**src/rtl/fwd_hazard_if.sv**
```systemverilog
// ID-stage request and EX-operand/stall response bundle between the pipeline
// control and the forwarding/hazard unit.
interface fwd_hazard_if #(
   parameter int REG_ADDR_W = 5,
   parameter int CNT_W      = 32
);
   logic                  id_valid;
   logic [REG_ADDR_W-1:0] id_rs1;
   logic [REG_ADDR_W-1:0] id_rs2;
   logic                  id_use_rs1;
   logic                  id_use_rs2;
   logic [REG_ADDR_W-1:0] id_rd;
   logic                  id_reg_write;
   logic                  id_mem_read;
   logic                  flush;
   logic                  hold;
   logic [1:0]            fwd_a_sel;
   logic [1:0]            fwd_b_sel;
   logic                  stall;
   logic [CNT_W-1:0]      stall_count;

   // The pipeline presents ID every cycle; there is no backpressure beyond
   // stall (ID must re-present the same instruction) and hold (nothing moves).
   modport master (
      output id_valid, id_rs1, id_rs2, id_use_rs1, id_use_rs2,
             id_rd, id_reg_write, id_mem_read, flush, hold,
      input  fwd_a_sel, fwd_b_sel, stall, stall_count
   );

   modport slave (
      input  id_valid, id_rs1, id_rs2, id_use_rs1, id_use_rs2,
             id_rd, id_reg_write, id_mem_read, flush, hold,
      output fwd_a_sel, fwd_b_sel, stall, stall_count
   );
endinterface

```
**src/rtl/fwd_hazard_unit.sv**
```systemverilog
// Tracks EX/MEM destination registers, produces registered ALU operand-forward
// selects, detects load-use hazards and counts stall cycles (saturating).
module fwd_hazard_unit #(
   parameter int REG_ADDR_W = 5,
   parameter int CNT_W      = 32
) (
   input  logic       clk,
   input  logic       rst_n,
   fwd_hazard_if.slave bus
);
   localparam logic [1:0] SEL_RF    = 2'b00;
   localparam logic [1:0] SEL_EXMEM = 2'b01;
   localparam logic [1:0] SEL_MEMWB = 2'b10;

   logic                  ex_valid_q, ex_valid_d;
   logic [REG_ADDR_W-1:0] ex_rd_q, ex_rd_d;
   logic                  ex_reg_write_q, ex_reg_write_d;
   logic                  ex_mem_read_q, ex_mem_read_d;
   logic                  mem_valid_q, mem_valid_d;
   logic [REG_ADDR_W-1:0] mem_rd_q, mem_rd_d;
   logic                  mem_reg_write_q, mem_reg_write_d;
   logic [1:0]            fwd_a_sel_q, fwd_a_sel_d;
   logic [1:0]            fwd_b_sel_q, fwd_b_sel_d;
   logic [CNT_W-1:0]      stall_count_q, stall_count_d;

   logic ex_prod_a, ex_prod_b, mem_prod_a, mem_prod_b;
   logic load_hit, stall_c, advance;
   logic [1:0] sel_a, sel_b;

   always_comb begin
      ex_prod_a  = bus.id_use_rs1 && ex_valid_q && ex_reg_write_q &&
                   (ex_rd_q == bus.id_rs1) && (bus.id_rs1 != '0);
      ex_prod_b  = bus.id_use_rs2 && ex_valid_q && ex_reg_write_q &&
                   (ex_rd_q == bus.id_rs2) && (bus.id_rs2 != '0);
      mem_prod_a = bus.id_use_rs1 && mem_valid_q && mem_reg_write_q &&
                   (mem_rd_q == bus.id_rs1) && (bus.id_rs1 != '0);
      mem_prod_b = bus.id_use_rs2 && mem_valid_q && mem_reg_write_q &&
                   (mem_rd_q == bus.id_rs2) && (bus.id_rs2 != '0);

      // The newest producer (EX) takes precedence over the older one (MEM).
      sel_a = ex_prod_a ? SEL_EXMEM : (mem_prod_a ? SEL_MEMWB : SEL_RF);
      sel_b = ex_prod_b ? SEL_EXMEM : (mem_prod_b ? SEL_MEMWB : SEL_RF);

      load_hit = ex_valid_q && ex_mem_read_q && (ex_rd_q != '0) &&
                 ((bus.id_use_rs1 && (ex_rd_q == bus.id_rs1)) ||
                  (bus.id_use_rs2 && (ex_rd_q == bus.id_rs2)));
      stall_c  = bus.id_valid && !bus.flush && !bus.hold && load_hit;
      advance  = bus.id_valid && !stall_c && !bus.flush;
   end

   always_comb begin
      ex_valid_d      = ex_valid_q;
      ex_rd_d         = ex_rd_q;
      ex_reg_write_d  = ex_reg_write_q;
      ex_mem_read_d   = ex_mem_read_q;
      mem_valid_d     = mem_valid_q;
      mem_rd_d        = mem_rd_q;
      mem_reg_write_d = mem_reg_write_q;
      fwd_a_sel_d     = fwd_a_sel_q;
      fwd_b_sel_d     = fwd_b_sel_q;
      stall_count_d   = stall_count_q;

      if (!bus.hold) begin
         mem_valid_d     = ex_valid_q;
         mem_rd_d        = ex_rd_q;
         mem_reg_write_d = ex_reg_write_q;
         ex_valid_d      = advance;
         fwd_a_sel_d     = SEL_RF;
         fwd_b_sel_d     = SEL_RF;
         // A killed or stalled instruction leaves no trace in EX besides valid=0.
         if (advance) begin
            ex_rd_d        = bus.id_rd;
            ex_reg_write_d = bus.id_reg_write;
            ex_mem_read_d  = bus.id_mem_read;
            fwd_a_sel_d    = sel_a;
            fwd_b_sel_d    = sel_b;
         end
         if (stall_c && (stall_count_q != '1)) begin
            stall_count_d = stall_count_q + CNT_W'(1);
         end
      end
   end

   always_ff @(posedge clk) begin
      if (!rst_n) begin
         ex_valid_q      <= 1'b0;
         ex_rd_q         <= '0;
         ex_reg_write_q  <= 1'b0;
         ex_mem_read_q   <= 1'b0;
         mem_valid_q     <= 1'b0;
         mem_rd_q        <= '0;
         mem_reg_write_q <= 1'b0;
         fwd_a_sel_q     <= SEL_RF;
         fwd_b_sel_q     <= SEL_RF;
         stall_count_q   <= '0;
      end else begin
         ex_valid_q      <= ex_valid_d;
         ex_rd_q         <= ex_rd_d;
         ex_reg_write_q  <= ex_reg_write_d;
         ex_mem_read_q   <= ex_mem_read_d;
         mem_valid_q     <= mem_valid_d;
         mem_rd_q        <= mem_rd_d;
         mem_reg_write_q <= mem_reg_write_d;
         fwd_a_sel_q     <= fwd_a_sel_d;
         fwd_b_sel_q     <= fwd_b_sel_d;
         stall_count_q   <= stall_count_d;
      end
   end

   assign bus.fwd_a_sel   = fwd_a_sel_q;
   assign bus.fwd_b_sel   = fwd_b_sel_q;
   assign bus.stall       = stall_c;
   assign bus.stall_count = stall_count_q;
endmodule
```
**src/flat_wrapper.sv**
```systemverilog
// flat-port wrapper written by rule: the top's interface ports become plain ports
module fwd_hazard_unit_flat 
#(
   parameter int REG_ADDR_W = 5,
   parameter int CNT_W      = 32
)
  (clk, rst_n, bus_id_valid, bus_id_rs1, bus_id_rs2, bus_id_use_rs1, bus_id_use_rs2, bus_id_rd, bus_id_reg_write, bus_id_mem_read, bus_flush, bus_hold, bus_fwd_a_sel, bus_fwd_b_sel, bus_stall, bus_stall_count);
  fwd_hazard_if #(.REG_ADDR_W(REG_ADDR_W), .CNT_W(CNT_W)) bus_i ();
  input  logic clk;
  input  logic rst_n;
  input wire logic [$bits(bus_i.id_valid)-1:0] bus_id_valid;
  input wire logic [$bits(bus_i.id_rs1)-1:0] bus_id_rs1;
  input wire logic [$bits(bus_i.id_rs2)-1:0] bus_id_rs2;
  input wire logic [$bits(bus_i.id_use_rs1)-1:0] bus_id_use_rs1;
  input wire logic [$bits(bus_i.id_use_rs2)-1:0] bus_id_use_rs2;
  input wire logic [$bits(bus_i.id_rd)-1:0] bus_id_rd;
  input wire logic [$bits(bus_i.id_reg_write)-1:0] bus_id_reg_write;
  input wire logic [$bits(bus_i.id_mem_read)-1:0] bus_id_mem_read;
  input wire logic [$bits(bus_i.flush)-1:0] bus_flush;
  input wire logic [$bits(bus_i.hold)-1:0] bus_hold;
  output wire logic [$bits(bus_i.fwd_a_sel)-1:0] bus_fwd_a_sel;
  output wire logic [$bits(bus_i.fwd_b_sel)-1:0] bus_fwd_b_sel;
  output wire logic [$bits(bus_i.stall)-1:0] bus_stall;
  output wire logic [$bits(bus_i.stall_count)-1:0] bus_stall_count;
  assign bus_i.id_valid = bus_id_valid;
  assign bus_i.id_rs1 = bus_id_rs1;
  assign bus_i.id_rs2 = bus_id_rs2;
  assign bus_i.id_use_rs1 = bus_id_use_rs1;
  assign bus_i.id_use_rs2 = bus_id_use_rs2;
  assign bus_i.id_rd = bus_id_rd;
  assign bus_i.id_reg_write = bus_id_reg_write;
  assign bus_i.id_mem_read = bus_id_mem_read;
  assign bus_i.flush = bus_flush;
  assign bus_i.hold = bus_hold;
  assign bus_fwd_a_sel = bus_i.fwd_a_sel;
  assign bus_fwd_b_sel = bus_i.fwd_b_sel;
  assign bus_stall = bus_i.stall;
  assign bus_stall_count = bus_i.stall_count;
  fwd_hazard_unit #(.REG_ADDR_W(REG_ADDR_W), .CNT_W(CNT_W)) u_core (.clk(clk), .rst_n(rst_n), .bus(bus_i));
endmodule
```
**config.mk**
```make
export PLATFORM = sky130hd
export DESIGN_NAME = fwd_hazard_unit_flat
export DESIGN_NICKNAME = d
export VERILOG_FILES = /design/src/rtl/fwd_hazard_if.sv /design/src/rtl/fwd_hazard_unit.sv /design/src/flat_wrapper.sv
export SDC_FILE = /design/constraint.sdc
export NUM_CORES = 1
export LEC_CHECK = 0
export CAP_MARGIN = 20
export CORE_UTILIZATION = 40
export CTS_CLUSTER_SIZE = 24
export DETAILED_ROUTE_END_ITERATION = 7
export DONT_BUFFER_PORTS = 1
export GPL_TIMING_DRIVEN = 1
export PLACE_DENSITY = 0.55
export SKIP_CTS_REPAIR_TIMING = 1
export SYNTH_ARGS = -nofsm -noshare
export SYNTH_HDL_FRONTEND = slang
export SYNTH_SLANG_ARGS = --single-unit
```
**constraint.sdc**
```tcl
create_clock -name clk -period 2.51 [get_ports clk]
set_input_delay 0.251 -clock clk [delete_from_list [all_inputs] [get_ports clk]]
set_output_delay 0.251 -clock clk [all_outputs]
set_load 0.03 [all_outputs]
```
# --- After elaboration in Yosys (flattened, before gate mapping) ---
# Cells that the tools add are included.
# Widths: inputs -> output; s select.
op_classes:
  n_addsub: 1
  multipliers: 0
  div: 0
  magnitude_cmp: 0
  eq_ne: 5
  n_shift: 0
  n_mux: 6
  bitwise_logic: 1
  reduce_logical: 36
op_table:
  columns: ["operator", "n"]
  rows:
  - ["$add 32x1->32 const B", 1]
  - ["$ne 32x32->1 const B", 1]
  - ["$logic_and 1x1->1", 27]
  - ["$eq 5x5->1", 4]
  - ["$reduce_bool 5->1", 3]
  - ["$mux 2", 6]
  - ["$reduce_and 2->1", 2]
  - ["$logic_not 1->1", 3]
  - ["$logic_or 1x1->1", 1]
  - ["$not 1->1", 1]
word_totals:
  reg_bits: 51
  latchBits: 0
  ramBits: 0
  romBits: 0
  out_inout_bits: 37
  wordCells: 59
  mem_count: 0

# --- Logic depth before layout (Yosys ltp) ---
depth:
  depth_word: 9
  mapped_depth: 9

# --- Worst setup path before layout ---
# Ideal clock, no wire load.
synth_path:
  kind: "register to register"
  start: "reg u_core.stall_count_q[4] (netlist: u_core.bus.stall_count[4])"
  end: "reg u_core.stall_count_q[29] (netlist: u_core.bus.stall_count[29])"
  setup_time_ns: 0.070
  t_arrival_ns: 2.064
  t_required_ns: 2.440
  setup_slack_ns: 0.376
  stages_incl_launch_ff: 8
  period_less_slack_ns: 2.134
  cell_sequence: "dfxtp_1 and4_1 buf_6 nand4_4 a2111oi_4 o2111ai_2 or3_1 a21oi_1"
synth_via:
  elab_chain_cells: 3
synth_lines:
  columns: ["element", "line_no", "text"]
  rows:
  - ["start, declared", "fwd_hazard_unit.sv:24", "logic [CNT_W-1:0] stall_count_q, stall_count_d;"]
  - ["start signal, assigned", "fwd_hazard_unit.sv:106", "stall_count_q <= stall_count_d;"]
  - ["branches (longest 3 deep; another with $add 32x1->32)", null, null]
# Parallel ways; which one is timed is not known.
# A chain may end at the register's enable or synchronous reset.

# --- Final worst setup path ---
layout_path:
  start: "reg u_core.ex_rd_q[2]"
  end: "out bus_stall"
layout_via:
  elab_chain_cells: 5
layout_lines:
  columns: ["element", "line_no", "text"]
  rows:
  - ["start, declared", "fwd_hazard_unit.sv:16", "logic [REG_ADDR_W-1:0] ex_rd_q, ex_rd_d;"]
  - ["start signal, assigned", "fwd_hazard_unit.sv:98", "ex_rd_q <= ex_rd_d;"]
  - ["$eq 5x5->1, on equally long branches", "fwd_hazard_unit.sv:45, fwd_hazard_unit.sv:46", null]
  - ["$logic_and 1x1->1, on equally long branches", "fwd_hazard_unit.sv:45, fwd_hazard_unit.sv:46", null]
  - ["$logic_or 1x1->1", "fwd_hazard_unit.sv:45", "((bus.id_use_rs1 && (ex_rd_q == bus.id_rs1)) ||"]
  - ["$logic_and 1x1->1 (*)", "fwd_hazard_unit.sv:44", "load_hit = ex_valid_q && ex_mem_read_q && (ex_rd_q != '0) &&"]
  - ["$logic_and 1x1->1 (*)", "fwd_hazard_unit.sv:47", "stall_c = bus.id_valid && !bus.flush && !bus.hold && load_hit;"]
  - ["end, declared", "flat_wrapper.sv:23", "output wire logic [$bits(bus_i.stall)-1:0] bus_stall;"]
# Mark *: on every way between the ends. The rest lies on a longest branch, timed or not.

==> impl_metrics.yaml <==
timing:
  min_period_over_period: 0.922
  skew_ns: 0.00798
  maxSlewViolCount: 0
  maxSlewHeadroom: 0.614
  finalWorstPathRequiredPeriod_ns: 2.31
  rsz0062_at_grt: "false"
  setup-tns-final_ns: 0
  timing.final.hold_violations: 0
  tightestPinTransition_ns: 0.579
  finalSetupViolCount: 0
  max_freq_ghz: 0.432
  setup_ws_ns: 0.197
min_path:
  hold_end: "u_core.bus.stall_count[27]"
  min_from: "rst_n"
  whs_path_depth: 1
  hold_path.class: "in2reg"
setup_path:
  r2r_cells: 7
  critPathKind: "reg2out"
  crit_buf_inv: 2
  r2r-end: "u_core.bus.stall_count[31]"
  cp-start-kind: "flop"
  r2r_slack_ns: 0.25
  worstPathArrival_ns: 2.06
  required_ns: 2.26
  cp_slowest_cell: "dfxtp_1"
  crit_path_cell_trace: "xor2_1 -> nor4_1 -> and3_1 -> buf_4 -> o21ai_4 -> inv_1"
  max_stage_delay_ns: 0.48
  reg2reg_from: "u_core.ex_rd_q[2]"
  crit_family: "simple AND/OR/NAND/NOR gates"
  path_max_fanout: 16
  cp-end-kind: "primary output"
logic_synthesis:
  postSynth.asyncResetShare: 0
  ys_warn_count: 0
  synth_fp_nets: 337
  synth_area_um2: 2730
  ys_seq_elements: 51
  ys.flop_type: "dfxtp_1"
  ys_types: 40
  ys_seq_area_frac: 0.375
  syn_avg_cell_area_um2: 8.73
  synth_edf_count: 0
  netlist_instances: 312
cells_and_area:
  fin_area_um2: 3160
  nFillCells: 639
  antennaDiodeCount: 0
  postLayoutCoreUtil: 0.489
  multiInputGateArea_um2: 1620
  seqCellArea_um2: 1020
  syn2layout_area_growth_pct: 15.9
  fin_nets: 372
  fin_cells: 425
  drive_gt1_frac: 0.167
power:
  p_int_mw: 1.03
  p_sw_frac: 0.233
  power.share.clock: 0.347
  p_switching_mw: 0.314
  p_per_area_nw_per_um2: 427
  p_leak_nw: 1.17
  p_seq_frac: 0.611
  ir_drop_uv: 287
  p_comb_frac: 0.042
placement:
  hpwl_um: 5130
  place_ws_ns: 0.175
  placed_area_um2: 3060
  placed_cells: 417
  routabilityCongestion: 0.807
  io_buffers: 0
clock_tree:
  clockBufferDepth: 2
  root_buffer: "clkbuf_8"
  path_clk_slew_ns: 0.09
  numClockSinks: 51
  clk_latency_ns: 0.30
  htreeDepth: 2
  cts_tree: "built"
  cts_buffers: 5
floorplan:
  initial_core_util: 0.422
  dieHeight_um: 84.5
  pin_count: 61
  num_rows: 29
  dieArea_um2: 7150
  coreArea_um2: 6460
  die_w_um: 84.5
route:
  post-route-drc-count: 10
  drt-pass1-iter-count: 6
  viasPerCell: 5.73
  drtIter0Drc: 93
  wl_per_cell_um: 16.1
  vias: 2437
  ant_nets: 0
  wirelength_um: 6830
status:
  outcome: "finished, violations left"
  violations: "design-rule violations"
global_routing:
  grt_overflow_total: 0
  track_usage: 0.197
  grt_max_degree: 34
  antenna_found_initial: 0
  grt_pass1_vias: 2292
  grt_first_pass_wirelength_um: 11300
job:
  maxCapViolations: 0
==> cells by family (layout without fill, tap and decap cells) <==
family,after synthesis,in the layout,share of synthesized area
AND/OR/NAND/NOR,134,134,0.272
buffers and inverters,18,54,0.0367
multiplexers,16,16,0.0588
AO/OA/AOI/OAI,67,67,0.173
adder cells (fa/ha/maj),1,1,0.00459
flip-flops,51,51,0.375
XOR/XNOR,25,25,0.0803
==> cells in the final DEF, fill, tap and decap left out, types with 13 or more instances in the layout <==
master | synthesis | layout
a21oi_1 | 20 | 20
buf_4 | 4 | 43
dfxtp_1 | 51 | 51
mux2i_1 | 16 | 16
nand2_1 | 31 | 31
nand3_1 | 16 | 16
nor2_1 | 17 | 17
o21ai_0 | 15 | 15
or3_1 | 13 | 13
xor2_1 | 20 | 20
==> sequential cells by signal (all words and copies together), names as in the netlist <==
name,count
u_core.mem_rd_q,5
u_core.ex_reg_write_q,1
u_core.bus.stall_count,32
u_core.ex_mem_read_q,1
u_core.bus.fwd_a_sel,2
u_core.ex_rd_q,5
u_core.ex_valid_q,1
u_core.bus.fwd_b_sel,2
u_core.mem_valid_q,1
u_core.mem_reg_write_q,1
==> Yosys cell counts (4+ instances only) <==
master,count,area share
and3_1,9,0.021
mux2i_1,16,0.059
o21ai_0,15,0.028
a21oi_1,20,0.037
nand2_1,31,0.043
nor4_1,9,0.021
or4_1,9,0.025
nand4_1,11,0.025
o41ai_1,4,0.013
nand3_1,16,0.029
o2111ai_1,4,0.013
o311ai_0,4,0.013
nor2_1,17,0.023
clkbuf_1,7,0.0096
nand2b_1,5,0.011
and4_1,5,0.016
dfxtp_1,51,0.37
xnor2_1,5,0.016
buf_4,4,0.011
xor2_1,20,0.064
o31ai_1,11,0.030
or3_1,13,0.030
==> area by class of cell <==
| class | instances | share of cell area |
|---|---|---|
| Clock inverter | 3 | 0.00475 |
| Timing Repair Buffer | 43 | 0.102 |
| Sequential cell | 51 | 0.323 |
| Multi-Input combinational cell | 243 | 0.514 |
| Tap cell | 77 | 0.0305 |
| Clock buffer | 5 | 0.0218 |
| Inverter | 3 | 0.00357 |
==> power groups by stage <==
stage	logic (mW)	registers [mW]	clock network, mW
global route	0.0634	0.825	0.511
floorplan	0.0542	0.840	0
CTS	0.0573	0.824	0.479
detailed placement	0.0572	0.843	0
global placement	0.0561	0.842	0
finish	0.0572	0.824	0.467
==> metal layers <==
metal,up-vias,wire length [um],global-route usage
met1,1130,3290,0.259
met4,0,99,0.0586
li1,1241,-,-
met3,9,363,0.0482
met2,57,3090,0.322
met5,-,0,0
==> worst max path at each step <==
stage          slack, ns                 startpoint                         end  cells after the start
2_1_floorplan       0.38  u_core.bus.stall_count[4]  u_core.bus.stall_count[29]                      7
3_3_place_gp        0.24          u_core.ex_rd_q[2]  u_core.bus.stall_count[13]                      7
3_5_place_dp        0.18          u_core.ex_rd_q[2]  u_core.bus.stall_count[15]                      7
4_1_cts             0.04          u_core.ex_rd_q[1]                   bus_stall                      6
5_1_grt             0.06          u_core.ex_rd_q[1]                   bus_stall                      6
6_report            0.20          u_core.ex_rd_q[2]                   bus_stall                      6
==> per-stage QoR <==
stage / hold WS [ns] / power [mW]
after CTS: 0.0584 / 1.36
final: 0.0667 / 1.35
after detailed placement: 0.377 / 0.900
after floorplan: 0.393 / 0.894
after global routing: 0.0584 / 1.40
after global placement: 0.376 / 0.898
Power figures use the tool's default switching activity.
